===== src/rtl/pipe_hazard_ctrl.sv =====
// Stall/flush sequencer for the 5-stage pipeline: load-use bubbles, taken-branch flushes
// and a req/ack handshake with a variable-latency data memory that freezes every stage.
module pipe_hazard_ctrl #(
    parameter int unsigned MEM_TIMEOUT = 255,
    parameter int unsigned CNT_W       = 16
) (
    input  logic             clock,
    input  logic             reset_0,
    input  logic [4:0]       rs_id,
    input  logic [4:0]       rt_id,
    input  logic             use_rs_id,
    input  logic             use_rt_id,
    input  logic [4:0]       rw_ex,
    input  logic             wreg_ex,
    input  logic             rmem_ex,
    input  logic             rmem_me,
    input  logic             wmem_me,
    input  logic             taken_ex,
    input  logic             dmem_ack,
    input  logic             stat_clr,
    output logic             en_pc,
    output logic             en_ifid,
    output logic             en_idex,
    output logic             en_exme,
    output logic             en_mewb,
    output logic             flush_ifid,
    output logic             bubble_idex,
    output logic             dmem_req,
    output logic             mem_err,
    output logic [CNT_W-1:0] stall_cnt,
    output logic             busy
);

    localparam int unsigned WAIT_W = (MEM_TIMEOUT < 2) ? 1 : $clog2(MEM_TIMEOUT + 1);
    localparam logic [WAIT_W-1:0] WAIT_LIMIT = WAIT_W'(MEM_TIMEOUT);

    typedef enum logic [1:0] {
        StRun,
        StWait,
        StErr
    } state_e;

    state_e            state_q;
    logic [WAIT_W-1:0] wait_q;
    logic [CNT_W-1:0]  cnt_q;

    logic memop;
    logic rs_hit;
    logic rt_hit;
    logic lu;

    assign memop  = rmem_me | wmem_me;
    assign rs_hit = use_rs_id && (rs_id == rw_ex);
    assign rt_hit = use_rt_id && (rt_id == rw_ex);
    assign lu     = rmem_ex && wreg_ex && (rw_ex != 5'd0) && (rs_hit || rt_hit);

    // Enables for a cycle in which the pipeline advances; a taken branch overrides lu.
    logic adv_front;
    logic adv_bubble;

    assign adv_front  = taken_ex || !lu;
    assign adv_bubble = taken_ex || lu;

    always_comb begin
        en_pc       = 1'b0;
        en_ifid     = 1'b0;
        en_idex     = 1'b0;
        en_exme     = 1'b0;
        en_mewb     = 1'b0;
        flush_ifid  = 1'b0;
        bubble_idex = 1'b0;
        dmem_req    = 1'b0;
        mem_err     = 1'b0;
        busy        = 1'b0;
        if (reset_0) begin
            unique case (state_q)
                StRun: begin
                    dmem_req = memop;
                    if (!(memop && !dmem_ack)) begin
                        en_pc       = adv_front;
                        en_ifid     = adv_front;
                        en_idex     = 1'b1;
                        en_exme     = 1'b1;
                        en_mewb     = 1'b1;
                        flush_ifid  = taken_ex;
                        bubble_idex = adv_bubble;
                    end
                end
                StWait: begin
                    dmem_req = 1'b1;
                    busy     = 1'b1;
                    if (dmem_ack) begin
                        en_pc       = adv_front;
                        en_ifid     = adv_front;
                        en_idex     = 1'b1;
                        en_exme     = 1'b1;
                        en_mewb     = 1'b1;
                        flush_ifid  = taken_ex;
                        bubble_idex = adv_bubble;
                    end
                end
                StErr: begin
                    mem_err = 1'b1;
                end
                default: begin
                    mem_err = 1'b0;
                end
            endcase
        end
    end

    always_ff @(posedge clock or negedge reset_0) begin
        if (!reset_0) begin
            state_q <= StRun;
            wait_q  <= '0;
        end else begin
            unique case (state_q)
                StRun: begin
                    if (memop && !dmem_ack) begin
                        state_q <= StWait;
                        wait_q  <= WAIT_W'(1);
                    end
                end
                StWait: begin
                    // A late ack on the timeout cycle still completes the access.
                    if (dmem_ack) begin
                        state_q <= StRun;
                        wait_q  <= '0;
                    end else if (wait_q >= WAIT_LIMIT) begin
                        state_q <= StErr;
                    end else begin
                        wait_q <= wait_q + WAIT_W'(1);
                    end
                end
                StErr: begin
                    state_q <= StErr;
                end
                default: begin
                    state_q <= StRun;
                    wait_q  <= '0;
                end
            endcase
        end
    end

    always_ff @(posedge clock or negedge reset_0) begin
        if (!reset_0) begin
            cnt_q <= '0;
        end else if (stat_clr) begin
            cnt_q <= '0;
        end else if (!en_pc && (state_q != StErr) && (cnt_q != {CNT_W{1'b1}})) begin
            cnt_q <= cnt_q + CNT_W'(1);
        end
    end

    assign stall_cnt = cnt_q;

endmodule


===== config.mk =====
export PLATFORM = sky130hd
export DESIGN_NAME = pipe_hazard_ctrl
export DESIGN_NICKNAME = d
export VERILOG_FILES = /design/src/rtl/pipe_hazard_ctrl.sv
export SDC_FILE = /design/constraint.sdc
export NUM_CORES = 1
export LEC_CHECK = 0
export ABC_CLOCK_PERIOD_IN_PS = 4000
export CAP_MARGIN = 5
export CORE_UTILIZATION = 40
export DETAILED_ROUTE_END_ITERATION = 16
export PLACE_DENSITY = 0.75
export SETUP_SLACK_MARGIN = 0.3
export SLEW_MARGIN = 20
export SYNTH_ARGS = -nofsm -noshare
export SYNTH_HDL_FRONTEND = slang
export SYNTH_SLANG_ARGS = --single-unit

===== constraint.sdc =====
create_clock -name clock -period 4 [get_ports clock]
set_input_delay 0.8 -clock clock [delete_from_list [all_inputs] [get_ports clock]]
set_output_delay 0.8 -clock clock [all_outputs]
set_load 0.02 [all_outputs]

After elaboration in Yosys (flattened, before gate mapping)
Cells that the tools add are included.
{"block": "op_classes", "mux": 32, "n_lt_le_gt_ge": 1, "n_eq_ne": 9, "bitwise_logic": 2, "addsub": 2, "n_reduce_logical": 19}
{"cell": "$mux 16", "n": 2}
{"cell": "$mux 8", "n": 3}
{"cell": "$pmux 8 s3", "n": 1}
{"cell": "$mux 1", "n": 17}
{"cell": "$add 16x1->16 const B", "n": 1}
{"cell": "$ne 16x16->1 const B", "n": 1}
{"cell": "$eq 5x5->1", "n": 2}
{"cell": "$pmux 1 s2", "n": 5}
{"cell": "$add 8x1->8 const B", "n": 1}
{"cell": "$ge 8x8->1 const B", "n": 1}
{"cell": "$logic_and 1x1->1", "n": 8}
{"cell": "$mux 2", "n": 3}
{"cell": "$ne 3x3->1 const B", "n": 2}
{"cell": "$pmux 2 s3", "n": 1}
{"cell": "$reduce_bool 5->1", "n": 1}
{"cell": "$ne 2x2->1 const B", "n": 2}
{"cell": "$logic_not 1->1", "n": 3}
{"cell": "$logic_or 1x1->1", "n": 3}
{"cell": "$reduce_and 3->1", "n": 1}
{"cell": "$eq 2x1->1 const B", "n": 1}
{"cell": "$eq 2x2->1 const B", "n": 1}
{"cell": "$logic_not 2->1", "n": 1}
{"cell": "$reduce_and 2->1", "n": 1}
{"cell": "$reduce_bool 2->1", "n": 1}
{"cell": "2 further kinds", "n": 2}
{"block": "word_totals", "elab_cells": 68, "register_bits": 26, "input_bits": 26}

Depth between registers and ports, before layout
Gate-level depths: netlist of the first run.
{"block": "logic_depth", "word_depth": 14, "mapped_depth": 8, "mapped_depth_nobuf": 8}

Worst setup path after synthesis of the first run
No wires, ideal clock.
{"block": "synth_path", "path_type": "input-to-output", "start": "input port rw_ex[0]", "end": "output port en_pc", "setup_slack_ns": 0.968, "cell_stages": 7, "path_buffers": 2, "arrival_time_ns": 2.232, "path_cell_list": "or4_1 -> o211ai_2 -> nor2_1 -> a21o_4 -> buf_6 -> inv_1 -> buf_4"}
{"block": "synth_via", "elab_chain_cells": 9}
{"element": "start, declared", "line_no": "13", "source": "input logic [4:0] rw_ex,"}
{"element": "$eq 5x5->1 (on tied branches)", "line_no": "53, 54"}
{"element": "$logic_and 1x1->1 (on tied branches)", "line_no": "53, 54"}
{"element": "$logic_or 1x1->1", "line_no": "55", "source": "assign lu = rmem_ex && wreg_ex && (rw_ex != 5'd0) && (rs_hit || rt_hit);"}
{"element": "$logic_and 1x1->1 (*)", "line_no": "55"}
{"element": "$logic_not 1->1 (*)", "line_no": "61", "source": "assign adv_front = taken_ex || !lu;"}
{"element": "$logic_or 1x1->1 (*)", "line_no": "61"}
{"element": "$mux 1 (on tied branches)"}
{"element": "$pmux 1 s2 (*)"}
{"element": "$mux 1 (*)"}
{"element": "end, declared", "line_no": "21", "source": "output logic en_pc,"}
Every way passes the cells marked *; elsewhere a longest branch is shown, timed or not.

Worst setup path after layout of the first run
{"block": "layout_path", "start": "input port rw_ex[0]", "end": "output port en_ifid"}
{"block": "layout_via", "elab_chain_cells": 9}
{"element": "$eq 5x5->1 (on tied branches)", "line_no": "53, 54"}
{"element": "$logic_and 1x1->1 (on tied branches)", "line_no": "53, 54"}
{"element": "$logic_or 1x1->1", "line_no": "55"}
{"element": "$logic_and 1x1->1 (*)", "line_no": "55"}
{"element": "$logic_not 1->1 (*)", "line_no": "61"}
{"element": "$logic_or 1x1->1 (*)", "line_no": "61"}
{"element": "$mux 1 (on tied branches)", "line_no": "92, 79"}
{"element": "$pmux 1 s2 (*)", "line_no": "76", "source": "unique case (state_q)"}
{"element": "$mux 1 (*)", "line_no": "75", "source": "if (reset_0) begin"}
{"element": "end, declared", "line_no": "22", "source": "output logic en_ifid,"}
Marked as above.

==> key figures, run 1 <==
Placed design
  – Port Buf Inserts: roughly 50
  – DP HPWL: approximately 2700 um
  – Routability cong.: 0.7903
  – Worst slack at placement: about 0.18 ns
  – # placed instances: roughly 270

Power
  – Total power: 0.5629 mW
  – Net load switching power: about 0.14 mW
  – Leak: 0.9000 nW
  – Sequential Power Share: 0.503
  – Clock group share of total power: 0.290
  – Combinational power share: 0.207
  – Sw Share: 0.2559
  – Cell Int Power: ~0.42 mW
  – Worst VDD drop: between 0.15 and 0.2 mV
  – Power Density: approximately 250 nW/um^2

Logic synthesis
  – #FFs+latches synth: 26
  – Area contributors post-synth: dfrtp_1 (40%), xnor2_1 (7.0%), xor2_1 (7.0%), nor2_1 (6.0%), nand3_1 (3.1%)
  – Post-synth ARST share: 1.000
  – Synth Instances: 179
  – Synthesis Warnings: 0
  – EDFF count, synth: 0
  – Sequential area share after synthesis: 0.3988
  – Yosys cell types: 44
  – Synth top cells by count: dfrtp_1 (26), nor2_1 (26), xnor2_1 (13), xor2_1 (13)
  – Area leader, netlist: dfrtp_1
  – Post-Syn Nets: about 210
  – Top_reg_cell synth: dfrtp_1
  – Avg Cell Area, Syn: 9.115 sq um
  – Synth Cell Area: 1632 sq um
  – Top-area cell type share of the netlist area: 0.3988

Floorplan
  – Row count: 22
  – Die footprint: 4338 sq um
  – IO Count: between 50 and 60
  – Die X: roughly 66 um
  – Die height: between 60 and 70 um
  – Initial Util: 0.4295
  – Core region area: roughly 3800 sq um

Setup path
  – Crit Path Max Fanout: 3
  – Crit path cell chain: clkdlybuf4s50_1 > or4_1 > o211ai_2 > nor2_1 > a21o_4 > inv_1 > dlygate4sd2_1
  – Worst setup SP type: input port
  – Critical Path End Type: primary output
  – Worst path max stage delay: roughly 0.57 ns
  – Crit-path slowest cell: or4_1
  – CP arrival: approximately 2.7 ns
  – Req. time, crit path: approximately 3.2 ns
  – CP Class: in2out

Timing
  – Max Freq: roughly 0.28 GHz
  – Fin. max-slew vios: 0
  – Final min period: roughly 3.5 ns
  – Setup Skew: 0.002676 ns
  – Actual slew at the worst max-slew pin: between 0.6 and 0.7 ns
  – Post-route setup slack: 0.4734 ns
  – RSZ-0062 raised after global routing: false
  – Setup TNS Final: 0 ns
  – Post-route clock period utilization: 0.8817
  – Slew HR: 0.5811
  – Final Hold Viols: 0
  – Final setup violation count: 0
  – WHS: 0.5466 ns

Detailed routing
  – DR iter-0 viols: 25
  – Met3 Wirelength: approximately 310 um
  – Wire length on met2: between 1500 and 2000 um
  – Post-route ant nets: 0
  – Wirelength, routed: 3664 um
  – Routed vias: 1416
  – Drt pass-1 iters: 4
  – Met1 wire length: approximately 1600 um
  – Drt wl/cell: roughly 13 um
  – DR top layer: met4
  – # DRC: 0
  – Post-DR vias/cell: 5.130

Global routing
  – GRT Total Usage: 0.1808
  – Global-route wire length before repair: 5968 um
  – Pin count of the biggest net entering global routing: 29
  – GRT overflow: 0
  – Initial antenna violation count: 0
  – Vias in the first global route: 1288

Layout
  – Synth-to-layout area growth: 36.04%
  – # diodes: 0
  – Layout cell share with drive strength beyond 1: 0.09211
  – Post-layout net count: roughly 260
  – Post-route insts no fill: about 280

Clock network
  – Hold buffer count at CTS: 0
  – Reg clk slew, reported paths: around 0.080 ns
  – CTS Sinks: 26
  – Total CTS buffers: 3
  – CTS tree: yes
  – Clock Tree Buf Depth: 2
  – Clk root buf: clkbuf_8
  – Htree depth: 1
  – Clk_lat worst skew: approximately 0.26 ns

Min path
  – Hold Crit Class: reg2reg

Run
  – Max-cap violations: 0

Outcome
  – Outcome: complete, no violations
sequential cells by signal, indices dropped and copies added, names as in the netlist:
register	count
wait_q	8
stall_cnt	16
state_q	2
power by group through the flow:
stage	registers (mW)	clock network (mW)	logic, mW
CTS	0.283	0.169	0.118
floorplan	0.289	0	0.0581
global route	0.285	0.185	0.127
global placement	0.288	0	0.116
detailed placement	0.288	0	0.118
finish	0.283	0.163	0.116
cell type report:
cell class / instances / area, sq um
sequential: 26 / 650.6
clock buffer: 4 / 55.05
timing repair buffer: 53 / 525.5
multi-input combinational: 139 / 905.9
inverter: 6 / 22.52
fill: 339 / 1579
tap: 48 / 60.06
critical path, delay by kind of cell:
kind                   cells  cell delay [ns]
AND/OR/NAND/NOR            2             0.64
buffers and inverters      3             0.89
AO/OA/AOI/OAI              2             0.39
layout by cell type, fill, tap and decap left out, drive strengths merged, types with 6 or more instances in the layout:
master          n
clkdlybuf4s50  48
dfrtp          26
inv             6
nand2          11
nand3          12
nand4           8
nor2           28
o21ai           8
xnor2          13
xor2           13
kinds of logic (layout without fill, tap and decap cells):
kind of cell	after synthesis	count (layout)	synth area share
buffers and inverters	14	63	0.04601
and+or+nand+nor	86	86	0.2799
DFF	26	26	0.3988
adders and majority gates	2	2	0.01533
AOI/OAI and AO/OA	23	23	0.1051
xor gates and xnor gates	26	26	0.1396
muxes	2	2	0.01533
routing by layer:
| layer | vias to the layer above | track usage |
|---|---|---|
| met5 | - | 0 |
| met4 | 0 | 0.06522 |
| met3 | 2 | 0.04138 |
| met2 | 42 | 0.2972 |
| met1 | 659 | 0.2297 |
| li1 | 713 | - |
through the flow:
step	instance area, sq um	utilization
6_report	2220	0.5843
5_1_grt	2220	0.5843
4_1_cts	2217	0.5837
3_5_place_dp	2165	0.5698
3_3_place_gp	2165	0.5698
2_1_floorplan	1632	-
timing repair:
| action | CTS | global route |
|---|---|---|
| gates resized for setup | 2 | 1 |
| pin swaps | 0 | 0 |
| setup buffers | 0 | 0 |
| setup endpoints to repair | 2 | 1 |
path summary, 6_finish.rpt:
path	from	endpoint	slack [ns]	depth (start not counted)
max in group asynchronous	reset_0	wait_q[4]$_DFFE_PN0P_	2.76	2
max reg2reg	state_q[0]$_DFFE_PN0P_	stall_cnt[11]$_DFFE_PN0P_	1.85	8
min	wait_q[1]$_DFFE_PN0P_	wait_q[1]$_DFFE_PN0P_	0.55	2
max	rw_ex[0]	en_ifid	0.47	7
min in group asynchronous	reset_0	wait_q[6]$_DFFE_PN0P_	0.99	2
min reg2reg	wait_q[1]$_DFFE_PN0P_	wait_q[1]$_DFFE_PN0P_	0.55	2
(Power assumes the default switching activity.)
==> run 2: changes to the inputs <==
CTS_BUF_LIST = sky130_fd_sc_hd__clkbuf_4 sky130_fd_sc_hd__clkbuf_8   (was unset)
==> results of run 2 <==
Same layout as run 1: the final DEF is identical, and so are final timing and power.
